### config.mk
export PLATFORM = sky130hd
export DESIGN_NAME = uart_frame_decoder_flat
export DESIGN_NICKNAME = d
export VERILOG_FILES = /design/src/rtl/uart_frame_pkg.sv /design/src/rtl/uart_frame_decoder_if.sv /design/src/rtl/uart_frame_buf.sv /design/src/rtl/uart_frame_decoder.sv /design/src/flat_wrapper.sv
export SDC_FILE = /design/constraint.sdc
export NUM_CORES = 1
export LEC_CHECK = 0
export BUFFER_PORTS_ARGS = -buffer_cell sky130_fd_sc_hd__buf_2
export CORE_ASPECT_RATIO = 0.9
export CORE_MARGIN = 1.5
export CORE_UTILIZATION = 38
export DETAILED_ROUTE_END_ITERATION = 16
export PLACE_DENSITY = 0.65
export SETUP_SLACK_MARGIN = 0.4
export SLEW_MARGIN = 20
export SYNTH_ARGS = -nofsm -noshare
export SYNTH_HDL_FRONTEND = slang
export SYNTH_HIERARCHICAL = 1
export SYNTH_SLANG_ARGS = --single-unit
### constraint.sdc
create_clock -name clk_i -period 2.79 [get_ports clk_i]
set_input_delay 0.279 -clock clk_i [delete_from_list [all_inputs] [get_ports clk_i]]
set_output_delay 0.279 -clock clk_i [all_outputs]
set_load 0.05 [all_outputs]
### src/rtl/uart_frame_pkg.sv
// Shared types and defaults for the UART frame decoder slice.
// Contents: byte typedef, SOF marker default, MAX_LEN default, FSM state enum.
// Build option: define FRAME_CSUM_EN to add the checksum state (StCsum).
package uart_frame_pkg;

  typedef logic [7:0] byte_t;

  localparam byte_t       SOF     = 8'hA5;
  localparam int unsigned MAX_LEN = 16;

  typedef enum logic [2:0] {
    StIdle    = 3'd0,
    StLen     = 3'd1,
    StPayload = 3'd2,
    StDrain   = 3'd4
`ifdef FRAME_CSUM_EN
    ,
    StCsum    = 3'd3
`endif
  } state_e;

endpackage

### src/rtl/uart_frame_decoder_if.sv
// Byte-in / element-out bundle of the frame decoder.
// s_*: received byte stream (valid/ready) from the UART controller.
// m_*: framed payload element stream (valid/ready/last) toward the sorter.
// frame_len_o: length of the frame being drained; frame_err_o: discard pulse.
// Modports: slave = decoder side, master = byte source / element sink side.
interface uart_frame_decoder_if;
  import uart_frame_pkg::*;

  logic  s_valid_i;
  byte_t s_data_i;
  logic  s_ready_o;
  logic  m_valid_o;
  byte_t m_data_o;
  logic  m_last_o;
  logic  m_ready_i;
  byte_t frame_len_o;
  logic  frame_err_o;

  modport slave (
    input  s_valid_i, s_data_i, m_ready_i,
    output s_ready_o, m_valid_o, m_data_o, m_last_o, frame_len_o, frame_err_o
  );

  modport master (
    output s_valid_i, s_data_i, m_ready_i,
    input  s_ready_o, m_valid_o, m_data_o, m_last_o, frame_len_o, frame_err_o
  );
endinterface

### src/rtl/uart_frame_buf.sv
// Payload buffer: Depth x 8 register file, one write port, one registered read port.
// Ports: clk_i, rst_ni (async, active-low; clears only the read register),
//        we_i/waddr_i/wdata_i write port, re_i/raddr_i read request, rdata_o read data.
module uart_frame_buf
  import uart_frame_pkg::*;
#(
  parameter int unsigned Depth = MAX_LEN,
  parameter int unsigned AddrW = $clog2(Depth)
) (
  input  logic             clk_i,
  input  logic             rst_ni,
  input  logic             we_i,
  input  logic [AddrW-1:0] waddr_i,
  input  byte_t            wdata_i,
  input  logic             re_i,
  input  logic [AddrW-1:0] raddr_i,
  output byte_t            rdata_o
);

  byte_t mem_q [Depth];
  byte_t rdata_q;

  always_ff @(posedge clk_i) begin
    if (we_i) mem_q[waddr_i] <= wdata_i;
  end

  always_ff @(posedge clk_i or negedge rst_ni) begin
    if (!rst_ni)   rdata_q <= '0;
    else if (re_i) rdata_q <= mem_q[raddr_i];
  end

  assign rdata_o = rdata_q;

endmodule

### src/rtl/uart_frame_decoder.sv
// Length-prefixed frame decoder: hunts for SofByte, collects L payload bytes into a buffer,
// optionally verifies a checksum, then drains the payload as an element stream with last.
// Bad length (0 or > MaxLen) or bad checksum discards the frame with a one-cycle frame_err_o.
// Ports: clk_i, rst_ni (async, active-low), bus (uart_frame_decoder_if.slave).
// Build option: FRAME_CSUM_EN adds a trailing checksum byte = (L + sum of payload) mod 256.
module uart_frame_decoder
  import uart_frame_pkg::*;
#(
  parameter byte_t       SofByte = SOF,
  parameter int unsigned MaxLen  = MAX_LEN
) (
  input  logic                clk_i,
  input  logic                rst_ni,
  uart_frame_decoder_if.slave bus
);

  localparam int unsigned CntW    = $clog2(MaxLen + 1);
  localparam int unsigned AddrW   = $clog2(MaxLen);
  localparam byte_t       MaxLenB = byte_t'(MaxLen);
  typedef logic [CntW-1:0] cnt_t;

  state_e state_q, state_d;
  cnt_t   cnt_q, cnt_d, lenm1, rd_next;
  byte_t  len_q, len_d, buf_rdata;
  logic   live_q, err_q, err_d;
  logic   m_valid_q, m_valid_d, m_last_q, m_last_d;
  logic   s_ready, accept, fire, len_bad, last_byte, buf_we, buf_re;
`ifdef FRAME_CSUM_EN
  byte_t  sum_q, sum_d;
`endif

  // live_q holds s_ready low while in reset and for nothing longer.
  assign s_ready   = live_q && (state_q != StDrain);
  assign accept    = bus.s_valid_i && s_ready;
  assign fire      = m_valid_q && bus.m_ready_i;
  assign len_bad   = (bus.s_data_i == 8'd0) || (bus.s_data_i > MaxLenB);
  assign lenm1     = cnt_t'(len_q - 8'd1);
  assign last_byte = (cnt_q == lenm1);
  // In DRAIN cnt_q is the read pointer; look one ahead so data lands with the handshake.
  assign rd_next   = fire ? cnt_q + 1'b1 : cnt_q;

  // State register
  always_ff @(posedge clk_i or negedge rst_ni) begin
    if (!rst_ni) state_q <= StIdle;
    else         state_q <= state_d;
  end

  // Next-state logic
  always_comb begin
    state_d = state_q;
    unique case (state_q)
      StIdle:    if (accept && bus.s_data_i == SofByte) state_d = StLen;
      StLen:     if (accept) state_d = len_bad ? StIdle : StPayload;
`ifdef FRAME_CSUM_EN
      StPayload: if (accept && last_byte) state_d = StCsum;
      StCsum:    if (accept) state_d = (bus.s_data_i == sum_q) ? StDrain : StIdle;
`else
      StPayload: if (accept && last_byte) state_d = StDrain;
`endif
      StDrain:   if (fire && m_last_q) state_d = StIdle;
      default:   state_d = StIdle;
    endcase
  end

  // Output / control decode
  always_comb begin
    err_d  = 1'b0;
    buf_we = 1'b0;
    buf_re = 1'b0;
    case (state_q)
      StLen:     err_d  = accept && len_bad;
      StPayload: buf_we = accept;
`ifdef FRAME_CSUM_EN
      StCsum:    err_d  = accept && (bus.s_data_i != sum_q);
`endif
      StDrain:   buf_re = !m_valid_q || (fire && !m_last_q);
      default:   ;
    endcase
  end

  // Datapath next-state
  always_comb begin
    cnt_d     = cnt_q;
    len_d     = len_q;
    m_valid_d = m_valid_q;
    m_last_d  = m_last_q;
`ifdef FRAME_CSUM_EN
    sum_d     = sum_q;
`endif
    case (state_q)
      StLen: if (accept && !len_bad) begin
        len_d = bus.s_data_i;
        cnt_d = '0;
`ifdef FRAME_CSUM_EN
        sum_d = bus.s_data_i;
`endif
      end
      StPayload: if (accept) begin
        cnt_d = last_byte ? '0 : cnt_q + 1'b1;
`ifdef FRAME_CSUM_EN
        sum_d = sum_q + bus.s_data_i;
`endif
      end
      StDrain: begin
        if (fire && m_last_q) begin
          m_valid_d = 1'b0;
          m_last_d  = 1'b0;
        end else if (fire || !m_valid_q) begin
          m_valid_d = 1'b1;
          cnt_d     = rd_next;
          m_last_d  = (rd_next == lenm1);
        end
      end
      default: ;
    endcase
  end

  always_ff @(posedge clk_i or negedge rst_ni) begin
    if (!rst_ni) begin
      live_q    <= 1'b0;
      cnt_q     <= '0;
      len_q     <= '0;
      err_q     <= 1'b0;
      m_valid_q <= 1'b0;
      m_last_q  <= 1'b0;
`ifdef FRAME_CSUM_EN
      sum_q     <= '0;
`endif
    end else begin
      live_q    <= 1'b1;
      cnt_q     <= cnt_d;
      len_q     <= len_d;
      err_q     <= err_d;
      m_valid_q <= m_valid_d;
      m_last_q  <= m_last_d;
`ifdef FRAME_CSUM_EN
      sum_q     <= sum_d;
`endif
    end
  end

  uart_frame_buf #(
    .Depth (MaxLen),
    .AddrW (AddrW)
  ) u_buf (
    .clk_i   (clk_i),
    .rst_ni  (rst_ni),
    .we_i    (buf_we),
    .waddr_i (cnt_q[AddrW-1:0]),
    .wdata_i (bus.s_data_i),
    .re_i    (buf_re),
    .raddr_i (rd_next[AddrW-1:0]),
    .rdata_o (buf_rdata)
  );

  assign bus.s_ready_o   = s_ready;
  assign bus.m_valid_o   = m_valid_q;
  assign bus.m_data_o    = buf_rdata;
  assign bus.m_last_o    = m_last_q;
  assign bus.frame_len_o = len_q;
  assign bus.frame_err_o = err_q;

endmodule

### src/flat_wrapper.sv
// flat-port wrapper written by rule: the top's interface ports become plain ports
module uart_frame_decoder_flat import uart_frame_pkg::*;
#(
  parameter byte_t       SofByte = SOF,
  parameter int unsigned MaxLen  = MAX_LEN
)
  (clk_i, rst_ni, bus_s_valid_i, bus_s_data_i, bus_m_ready_i, bus_s_ready_o, bus_m_valid_o, bus_m_data_o, bus_m_last_o, bus_frame_len_o, bus_frame_err_o);
  uart_frame_decoder_if bus_i ();
  input  logic clk_i;
  input  logic rst_ni;
  input wire logic [$bits(bus_i.s_valid_i)-1:0] bus_s_valid_i;
  input wire logic [$bits(bus_i.s_data_i)-1:0] bus_s_data_i;
  input wire logic [$bits(bus_i.m_ready_i)-1:0] bus_m_ready_i;
  output wire logic [$bits(bus_i.s_ready_o)-1:0] bus_s_ready_o;
  output wire logic [$bits(bus_i.m_valid_o)-1:0] bus_m_valid_o;
  output wire logic [$bits(bus_i.m_data_o)-1:0] bus_m_data_o;
  output wire logic [$bits(bus_i.m_last_o)-1:0] bus_m_last_o;
  output wire logic [$bits(bus_i.frame_len_o)-1:0] bus_frame_len_o;
  output wire logic [$bits(bus_i.frame_err_o)-1:0] bus_frame_err_o;
  assign bus_i.s_valid_i = bus_s_valid_i;
  assign bus_i.s_data_i = bus_s_data_i;
  assign bus_i.m_ready_i = bus_m_ready_i;
  assign bus_s_ready_o = bus_i.s_ready_o;
  assign bus_m_valid_o = bus_i.m_valid_o;
  assign bus_m_data_o = bus_i.m_data_o;
  assign bus_m_last_o = bus_i.m_last_o;
  assign bus_frame_len_o = bus_i.frame_len_o;
  assign bus_frame_err_o = bus_i.frame_err_o;
  uart_frame_decoder #(.SofByte(SofByte), .MaxLen(MaxLen)) u_core (.clk_i(clk_i), .rst_ni(rst_ni), .bus(bus_i));
endmodule
Word-level counts from Yosys, hierarchy flattened. Memory sizes are Yosys's and may differ from the RTL's. A register that Yosys moved wholly into a read port is not among the register bits. Index checks and enable logic that the tools add are counted.

Register bits after elaboration: 20. Output and inout bits: 20. Word-level logic and storage cells: 72. Input bits: 12. Memories kept: 1. RAM bits: 128.

Multiplexer cells: 22. Order comparisons: 1. Reductions and logical operators: 24. $add $sub $neg: 2. Eq/ne operators: 15.

Memories: u_core.u_buf.mem_q (depth 16, bits a word 8, rd ports 1, clocked after Yosys merged registers in 1, wr ports 1, RTL line uart_frame_buf.sv:20) `byte_t mem_q [Depth];`.

Operator list (number): $mux 5 (6); $pmux 5 s3 (1); $ne 2x1->1 const B (7); $mux 3 (4); $pmux 3 s4 (1); $eq 5x5->1 (2); $logic_and 1x1->1 (9); $mux 1 (9); $eq 8x8->1 const B (1); $gt 8x5->1 const B (1); $logic_not 8->1 (1); $add 5x1->5 const B (1); $reduce_and 5->1 (1); $sub 5x1->5 const B (1); $logic_not 1->1 (4); $reduce_and 2->1 (2); $reduce_and 4->1 (1); $eq 3x1->1 const B (1); $eq 3x2->1 const B (1); $eq 3x3->1 const B (1); $logic_not 3->1 (1); $logic_or 1x1->1 (3); $ne 3x3->1 const B (1); $reduce_bool 3->1 (1); 3 further kinds (3).

Longest topological paths before layout. Gate-level depths: netlist of the first run.

Depth after elaboration: 6. Gate-level depth with buffers: 10. Depth with buffers taken out: 7.

Hierarchy. Netlist of the first run, hierarchy kept.

By module, submodules not included: uart_frame_buf (cells an instance 240, area each 5331.4 um2, seq. area each 4043.9 um2, times used 1); uart_frame_decoder (cells an instance 128, area each 1300.0 um2, seq. area each 500.5 um2, times used 1).

Worst setup path before layout of the first run. No wires, ideal clock.

Path type: reg-to-reg. Start: register u_core.state_q[0]. End: memory u_core/u_buf/mem_q[0][0] (netlist bit) (enable). Arrival: 2.272 ns. Cell stages (with the launch flop): 5. Required time: 2.407 ns. Period minus slack after synthesis: 2.656 ns. Library setup time: 0.383 ns. Setup slack: 0.134 ns. Path buffers: 0. Path through: dfrtp_1 -> or3b_2 -> nor2_1 -> or3b_2 -> nor3_1.

Word-level cells in the longest chain between the ends: 6. Elaborated cells on any way between the ends: 7. Those cells by class: eq/ne (2); mux (3); reduce/logical (2).

RTL lines: start: declaration (RTL line uart_frame_decoder.sv:22) `state_e state_q, state_d;`; start signal: assignment (RTL line uart_frame_decoder.sv:44) `if (!rst_ni) state_q <= StIdle;`; start signal: assignment (RTL line uart_frame_decoder.sv:45) `else state_q <= state_d;`; $ne 3x3->1 (RTL line uart_frame_decoder.sv:33) `assign s_ready = live_q && (state_q != StDrain);`; $logic_and 1x1->1 (RTL line uart_frame_decoder.sv:33); $logic_and 1x1->1 (RTL line uart_frame_decoder.sv:34) `assign accept = bus.s_valid_i && s_ready;`; $mux 1 * (RTL line uart_frame_decoder.sv:70) `case (state_q)`; via u_core.buf_we (RTL line uart_frame_decoder.sv:27) `logic s_ready, accept, fire, len_bad, last_byte, buf_we, buf_re;`; $mux 1 * (RTL line uart_frame_buf.sv:24) `if (we_i) mem_q[waddr_i] <= wdata_i;`; $mux 1 (not written as such) * (RTL line uart_frame_buf.sv:24); end: declaration (RTL line uart_frame_buf.sv:20).

Mark *: on every way through the listed nets, which the timed path passes. The rest lies on a longest branch.

Worst setup path in the final report of the first run.
Start: register u_core.state_q[2]. End: memory u_core/u_buf/mem_q[0][6] (netlist bit) (enable).

Same word-level chain as after synthesis.

==> results.cfg, run 1 <==
[run_status]
status = finished, final reports clean

[synthesis]
syn_inst = 368
yosys.area_share.xor_xnor_pct = 2.47
synth_compound_area_share_pct = 6.26
synthDistinctLibCells = 57
synth_edf_count = 128
ys_ff_latch = 156
synth_ff_type = edfxtp_1
avgSynthCellArea_um2 = 18.0
netlist_area_um2 = 6630
syn-num-nets = 382
yosys_warnings = 6
synthSimpleGateAreaFrac_pct = 6.45
synth_mux_area_share_pct = 13.2
synth_top_family_by_area = multiplexers
synth_fa_ha_area_share_pct = 0.377
ys_seq_area_share_pct = 68.5
ys_async_sr_fraction_pct = 17.9

[critical_path]
cp-start-kind = flip-flop
critPathCaptureType = flip-flop
cpPeakStageDelay_ps = 530
cp_slowest_cell = or3b_2
path_max_fanout = 8
arrival_ps = 2450
cp_cell_sequence = or3b_2 > nor2_1 > or3b_2 > nor3_2 > buf_6
crit_type = flip-flop to flip-flop
required_ps = 2930
reg2reg_slack_ps = 480
path_common_cell = or3b_2

[route]
wl_per_cell_um = 20.8
final_antenna_net_count = 0
drc_errors = 0
vias = 3540
initialDrtViolationCount = 224
first_pass_iters = 4
viasPerCell = 5.21
wl_mm = 14.1

[floorplan]
die_h_um = 128
io_pins = 32
start_util_pct = 39.1
floorplan.die_area_um2 = 18300
core_um2 = 16900
num_rows = 45
dieWidth_um = 142

[flow_run]
maxCapViolCount = 0

[worst_hold_path]
hp-class = input port to flip-flop

[global_route]
busiest_layer = met2
globalRouteOverflowTotal = 0
grt_pass1_vias = 3711
antenna_found_initial = 0
grt_start_max_net_pins = 33
track_usage_pct = 16.9
met3_usage_pct = 4.67
met1_usage_pct = 21.8
grt_pass1_wl_mm = 21.7
grtUsageMet2_pct = 27.6

[power]
p_per_area_nw_per_um2 = 869
total_power_w = 0.00680
cellLeakagePower_nw = 2.75
vdd_drop_max_v = 0.000561

[clock_network]
cts_root_buffer = clkbuf_16
htreeDepth = 4
postCtsSetupBuffers = 0
cts_buffer_depth = 2
clk_latency_ps = 430
clk_pin_slew_ps = 60
cts_buffers = 17
cts.sinks = 156
cts_tree = built

[placement]
dpl.hpwl_mm = 9.15
routabilityCongestion = 0.855
pre_cts_ws_ps = 310
port_buffers = 31

[cells_and_area]
diodes = 0
fillers = 1443
layout-drive-gt1-share_pct = 33.9
final_common_cell = edfxtp_1
nets = 446
mostFrequentLayoutCells = edfxtp_1 (128), buf_2 (31), nor2_1 (27), buf_4 (26), mux4_2 (26)
synthToLayoutAreaGrowth_pct = 17.9

[sta]
setup_ws_ps = 482
finalClockSkew_ps = 8.28
setup-violations-final = 0
setup_tns_ps = 0
fin_crit_sh_pct = 82.7
relSlewSlack_pct = 51.0
fin_crit_ps = 2310
rsz0062_at_grt = false
hold_ws_ps = 207
hold_violations = 0
tightest_slew_ps = 735
drv_slew = 0
fmax_ghz = 0.433
-- sequential cells by signal, summed over array words and instances (netlist names) --
signal / flops
u_core/cnt_q: 5
u_core/bus.frame_err_o: 1
u_core/bus.frame_len_o: 8
u_core/live_q: 1
u_core/u_buf/mem_q: 128
u_core/state_q: 3
u_core/bus.m_valid_o: 1
u_core/bus.m_last_o: 1
u_core/u_buf/rdata_o: 8
-- where the power goes --
| part | internal, W | switching [W] |
|---|---|---|
| sequential | 0.00264 | 0.0000907 |
| combinational | 0.000742 | 0.00104 |
| clock | 0.00134 | 0.000956 |
| total | 0.00471 | 0.00208 |
-- logic make-up (layout without fill, tap and decap cells) --
| kind of cell | after synthesis | after routing |
|---|---|---|
| buf+inv | 23 | 100 |
| mux | 45 | 45 |
| compound gates | 46 | 46 |
| flops | 156 | 156 |
| xor+xnor | 15 | 15 |
| other cells | 1 | 1 |
| fa+ha+maj | 2 | 2 |
| simple gates | 80 | 80 |
-- critical path, delay by kind of cell (launching register included) --
kind,cells,cell delay [ps]
flops,1,460
buf+inv,1,170
simple gates,4,1390
-- metal layers --
layer / vias up / routed length (um) / part of all wire [%]
li1: 1611 / - / -
met2: 91 / 6990 / 49
met5: - / 0 / 0
met1: 1819 / 6240 / 44
met4: 0 / 160 / 1.1
met3: 19 / 728 / 5.2
-- cells in the mapped netlist (3+ instances only) --
master | number | area, um2
edfxtp_1 | 128 | 3840
buf_6 | 6 | 67.6
a21oi_1 | 5 | 25.0
mux2i_1 | 9 | 90.1
mux4_2 | 26 | 586
mux2_2 | 4 | 45.0
buf_1 | 4 | 15.0
o211ai_1 | 3 | 22.5
a221oi_2 | 8 | 120
o22ai_1 | 8 | 50.1
nor3_1 | 8 | 40.0
dfrtp_1 | 28 | 701
xor2_1 | 5 | 43.8
nor4_1 | 4 | 25.0
nand2_1 | 10 | 37.5
nand2b_1 | 3 | 18.8
nor2b_1 | 5 | 31.3
mux4_1 | 6 | 158
buf_2 | 4 | 20.0
inv_1 | 6 | 22.5
o21ai_0 | 4 | 20.0
nand3b_1 | 4 | 30.0
o31ai_1 | 3 | 22.5
nor2_1 | 27 | 101
nand3_1 | 5 | 25.0
xnor2_1 | 8 | 70.1
-- through the flow --
stage | instances | cell area [um2] | util, %
detailed placement | 647 | 7210 | 42.5
floorplan | 368 | 6640 | -
CTS | 680 | 7810 | 46.1
finish | 680 | 7820 | 46.1
global route | 680 | 7820 | 46.1
global placement | 647 | 7210 | 42.5
-- timing repair --
item                                    4_1_cts  5_1_grt
hold buffers                                  1        0
resized for setup                             0        4
endpoints found under the setup margin        0       10
hold endpoints to repair                     28        0
-- area by class of cell --
| type | count | area (um2) | area share (%) |
|---|---|---|---|
| clock buffers | 18 | 429 | 5.49 |
| clock inverters | 14 | 159 | 2.03 |
| inverters | 6 | 22.5 | 0.288 |
| multi-input cells | 189 | 1940 | 24.8 |
| flip-flops and latches | 156 | 4550 | 58.2 |
| well taps | 235 | 294 | 3.76 |
| repair buffers | 62 | 423 | 5.41 |
-- final timing paths --
kind,start,to,depth (start not counted)
min reg2reg,u_core/bus.frame_len_o[5],u_core/bus.frame_len_o[5],1
min in group asynchronous,rst_ni,u_core/bus.frame_len_o[3],2
min,bus_m_ready_i,u_core/bus.m_last_o,4
max reg2reg,u_core/state_q[2],u_core/u_buf/mem_q[0][6],5
max,u_core/state_q[2],u_core/u_buf/mem_q[0][6],5
max in group asynchronous,rst_ni,u_core/state_q[0],2
Note: power is estimated with default switching activity, not from simulation.
==> run 2: changes to the inputs <==
- clock period: 2.79 -> 1.95 ns (I/O delays scaled with it)
==> run 2 against run 1 <==
Against the previous run:
- the run now ends with negative setup slack left
- global-route usage increased by 2.6 points
- sequential power increased by 43%
- first-iteration DRC count rose by 5.4%
- critical path depth is 4 higher
- final cell count is 12% higher
- combinational power up 120%
- via count grew 16%
- core utilization grew 9.5 points
- register-to-register slack worse by 600 ps
- worst hold slack got worse by 160 ps
==> results.cfg, run 2 (synthesized netlist as in run 1, its figures left out) <==
[run_status]
status = complete, but fails checks
violations = negative setup slack

[cells_and_area]
mostFrequentLayoutCells = edfxtp_1 (128), buf_4 (61), buf_2 (29), mux4_2 (28), buf_12 (25)
synthToLayoutAreaGrowth_pct = 42.3
diodes = 0
layout-drive-gt1-share_pct = 57.7
final_common_cell = edfxtp_1
final_cells = 764
nets = 530
largest_reg_flops = 128
top_register = u_core/u_buf/mem_q
fillers = 1269

[sta]
relSlewSlack_pct = 47.8
hold_violations = 0
setup_ws_ps = -117
fmax_ghz = 0.484
setup-violations-final = 41
drv_slew = 0
finalClockSkew_ps = 7.27
fin_crit_ps = 2070
tightest_slew_ps = 784
fin_crit_sh_pct = 106
rsz0062_at_grt = true

[critical_path]
r2r_end = u_core/u_buf/rdata_o[0]
cpPeakStageDelay_ps = 410
arrival_ps = 2350
cp-start-kind = flip-flop
reg2reg_slack_ps = -120
path_max_fanout = 11
critPathCaptureType = flip-flop
reg2regPathDepth = 9
cp_top_family = multiplexers
cp-startpoint = u_core/cnt_q[0]
cp_cell_sequence = buf_12 > nand3_4 > nor2_4 > xor2_2 > buf_6 > buf_12 > mux4_2 > mux2i_4 > a221oi_2
r2r-start = u_core/cnt_q[0]
crit_type = flip-flop to flip-flop
cp_slowest_cell = dfrtp_2
required_ps = 2230
path_common_cell = buf_12
cp_num_buf_inv = 3

[route]
initialDrtViolationCount = 236
wl_per_cell_um = 22.3
final_antenna_net_count = 0
drc_errors = 0
first_pass_iters = 5
vias = 4093
viasPerCell = 5.36
wl_mm = 17.0

[worst_hold_path]
hp-class = input port to flip-flop
holdPathStages = 1
worstHoldStart = bus_s_data_i[7]
whs_endpoint = u_core/u_buf/mem_q[10][7]

[floorplan]
core_um2 = 16900
floorplan.die_area_um2 = 18300
io_pins = 32
num_rows = 45
dieWidth_um = 142
die_h_um = 128
start_util_pct = 39.1

[global_route]
met3_usage_pct = 4.82
grt_pass1_vias = 4275
grt_start_max_net_pins = 29
met1_usage_pct = 25.1
busiest_layer = met2
grt_pass1_wl_mm = 25.3
grtUsageMet2_pct = 32.3
antenna_found_initial = 0
track_usage_pct = 19.5
globalRouteOverflowTotal = 0

[clock_network]
cts_tree = built
clk_latency_ps = 420
cts_root_buffer = clkbuf_16
cts.sinks = 156
cts_buffers = 17
htreeDepth = 4
cts_buffer_depth = 2
clk_pin_slew_ps = 60

[placement]
port_buffers = 31
dpl.hpwl_mm = 10.3
dp_cells = 685
pre_cts_ws_ps = -428
routabilityCongestion = 0.772

[power]
cellLeakagePower_nw = 3.34
p_per_area_nw_per_um2 = 1190
vdd_drop_max_v = 0.000727

[flow_run]
maxCapViolCount = 0
-- run 2: area by class of cell --
cell class	count	area, um2	area share, %
flip-flops and latches	156	4550	48.3
multi-input cells	189	2460	26.1
repair buffers	146	1510	16.0
clock buffers	21	460	4.88
well taps	235	294	3.12
clock inverters	11	138	1.46
inverters	6	22.5	0.239
-- run 2: what timing repair did --
| item | CTS | global route |
|---|---|---|
| setup buffers | 39 | 5 |
| gates cloned | 0 | 2 |
| endpoints found under the setup margin | 153 | 154 |
| endpoints found under the hold margin | 28 | 0 |
| resized for setup | 71 | 24 |
| hold buffers | 1 | 0 |
| pin swaps | 23 | 20 |
-- run 2: metal layers --
metal | up-vias | routed length (um)
met5 | - | 0
met4 | 0 | 308
met3 | 19 | 944
met2 | 153 | 8580
met1 | 2136 | 7180
li1 | 1785 | -
-- run 2: worst max-delay path by stage --
stage,to,slack [ps],depth (start not counted)
global route,u_core/u_buf/rdata_o[6],-160,8
global placement,u_core/u_buf/rdata_o[0],-370,6
detailed placement,u_core/u_buf/rdata_o[0],-430,6
floorplan,u_core/u_buf/rdata_o[2],-240,9
CTS,u_core/u_buf/rdata_o[4],-80,7
finish,u_core/u_buf/rdata_o[0],-120,9
-- run 2: worst reg2reg max path, delay by kind of cell (launching register included) --
kind	cells	cell delay, ps
muxes	2	550
buffers and inverters	3	460
AOI/OAI and AO/OA	1	100
and+or+nand+nor	2	190
DFF	1	410
xor gates and xnor gates	1	220
-- run 2: report_power, final --
| group | internal, W | switching [W] |
|---|---|---|
| clock | 0.00198 | 0.00132 |
| combinational | 0.00201 | 0.00198 |
| sequential | 0.00377 | 0.000136 |
| total | 0.00776 | 0.00343 |
-- run 2: per-stage QoR --
stage / total power (W) / hold WS (ps) / setup TNS [ps] / cell area (um2) / util, %
2_1_floorplan: 0.00609 / -101 / -6690 / 6880 / -
3_3_place_gp: 0.00694 / 301 / -3060 / 7880 / 46.5
3_5_place_dp: 0.00699 / 315 / -3730 / 7880 / 46.5
4_1_cts: 0.0110 / 33.7 / -2440 / 9240 / 54.5
5_1_grt: 0.0116 / 36.1 / -5340 / 9430 / 55.7
6_report: 0.0112 / 48.6 / -2820 / 9430 / 55.7
==> run 3: changes to the inputs <==
- CORE_ASPECT_RATIO: 0.9 -> 0.8
- CTS_BUF_LIST: not set -> sky130_fd_sc_hd__clkbuf_2
- clock period: 1.95 -> 1.9 ns (I/O delays scaled with it)
==> run 3 against run 2 <==
Against the previous run:
- the run still ends with negative setup slack left
- die area about the same
- sequential cell count unchanged
- clock-buffer cell count shrank 3
- non-clock buffer count grew 26
- clock power is 48% lower
- via count grew 2.5%
- sequential power up 3%
- register-to-register slack worse by 170 ps
- worst hold slack got worse by 40 ps
- core utilization fell by 0.35 points
- wire length fell by 0.57%
- combinational power rose by 13%
==> results.cfg, run 3 (synthesized netlist as in run 1, its figures left out) <==
[cells_and_area]
final_common_cell = edfxtp_1
regArea_um2 = 4550
largest_reg_flops = 128
nets = 556
fin_util_pct = 55.3
multiInputGateArea_um2 = 2410
fillers = 1281
mostFrequentLayoutCells = edfxtp_1 (128), buf_4 (76), buf_6 (41), mux4_2 (31), buf_12 (24)
layout-drive-gt1-share_pct = 57.7
diodes = 0
top_register = u_core/u_buf/mem_q
synthToLayoutAreaGrowth_pct = 40.3
final_cells = 775

[sta]
setup_ws_ps = -284
fin_crit_ps = 2180
hold_ws_ps = 8.89
fin_crit_sh_pct = 115
fmax_ghz = 0.458
setup-violations-final = 61
drv_slew = 0
finalClockSkew_ps = 47.8
tightest_slew_ps = 727
rsz0062_at_grt = true
hold_violations = 0
setup_tns_ps = -6350
relSlewSlack_pct = 51.5

[floorplan]
dieWidth_um = 151
start_util_pct = 39.4
io_pins = 32
floorplan.die_area_um2 = 18300
die_h_um = 121
core_um2 = 16800
num_rows = 42

[critical_path]
path_max_fanout = 4
crit_type = flip-flop to flip-flop
cp-start-kind = flip-flop
arrival_ps = 2790
required_ps = 2510
critPathCaptureType = flip-flop

[worst_hold_path]
hp-class = input port to asynchronous set/reset pin

[route]
viasPerCell = 5.41
vias = 4194
final_antenna_net_count = 0
first_pass_iters = 5
wl_mm = 16.9
initialDrtViolationCount = 343
drc_errors = 0
wl_per_cell_um = 21.8

[global_route]
globalRouteOverflowTotal = 0
antenna_found_initial = 2
track_usage_pct = 18.8
grt_pass1_vias = 4221
grt_start_max_net_pins = 29
grt_pass1_wl_mm = 24.4

[clock_network]
clk_pin_slew_ps = 270
cts_buffer_depth = 2
htreeDepth = 4
cts_tree = built
cts_root_buffer = clkbuf_2
clk_latency_ps = 730
cts_buffers = 17
cts.sinks = 156

[placement]
port_buffers = 31
routabilityCongestion = 0.840
dp_cells = 670
dpl.hpwl_mm = 10.4
pre_cts_ws_ps = -389

[run_status]
violations = negative setup slack
status = complete, but fails checks

[power]
vdd_drop_max_v = 0.000905
p_per_area_nw_per_um2 = 1100
cellLeakagePower_nw = 3.31

[flow_run]
maxCapViolCount = 0
## run 3: cell types whose count changed in the layout (fill, tap and decap cells not counted), moves of 5 or more
cell / previous run / this run
inv_6: 0 / 5
buf_6: 24 / 41
dlygate4sd3_1: 1 / 13
buf_4: 61 / 76
clkbuf_2: 0 / 18
clkbuf_16: 19 / 2
buf_2: 29 / 11
## run 3: report_power, final
group          internal (W)  switching (W)  leakage, nW
sequential          0.00387       0.000145         1.51
combinational       0.00240        0.00211         1.67
clock              0.000406        0.00130        0.138
total               0.00667        0.00356         3.31
## run 3: worst paths after layout
check	cells after the start	to	slack [ps]	start
setup / recovery	8	u_core/u_buf/rdata_o[0]	-280	u_core/bus.m_valid_o
hold / removal	2	u_core/u_buf/rdata_o[5]	9	rst_ni
setup reg to reg	8	u_core/u_buf/rdata_o[0]	-280	u_core/bus.m_valid_o
hold reg to reg	1	u_core/bus.frame_len_o[5]	560	u_core/bus.frame_len_o[5]
max in group asynchronous	2	u_core/bus.frame_len_o[1]	1360	rst_ni
min in group clk_i	5	u_core/bus.frame_err_o	80	bus_s_data_i[0]
## run 3: cell type report
type / count / area share [%]
multi-input cells: 189 / 26.0
well taps: 220 / 2.96
clock buffers: 18 / 0.968
repair buffers: 172 / 19.6
clock inverters: 14 / 1.33
flip-flops and latches: 156 / 48.9
inverters: 6 / 0.242
## run 3: worst max-delay path: stages (launching register included)
cell      delay, ps
dfrtp_2         460
and2_4          180
nand2_4          60
xnor2_4         270
buf_6           150
buf_12          100
mux4_2          540
mux2i_2         210
a221oi_2         90
## run 3: through the flow
step / area [um2] / total power, W
after global routing: 9300 / 0.0106
after CTS: 8900 / 0.00963
final: 9300 / 0.0102
after floorplan: 6880 / 0.00625
after global placement: 7860 / 0.00716
after detailed placement: 7860 / 0.00722
## run 3: what timing repair did
action,CTS,global route
endpoints found under the setup margin,172,174
hold buffers,11,2
endpoints found under the hold margin,138,1
setup buffers,41,16
pin swaps,28,26
gates resized for setup,96,33
gates cloned,0,3
## run 3: per-layer routing
metal / up-vias / global-route usage [%] / share of wire, %
met4: 2 / 4.67 / 1.5
li1: 1838 / - / -
met1: 2184 / 25.0 / 42
met3: 23 / 6.02 / 7.5
met5: - / 0 / 0.077
met2: 147 / 30.0 / 49
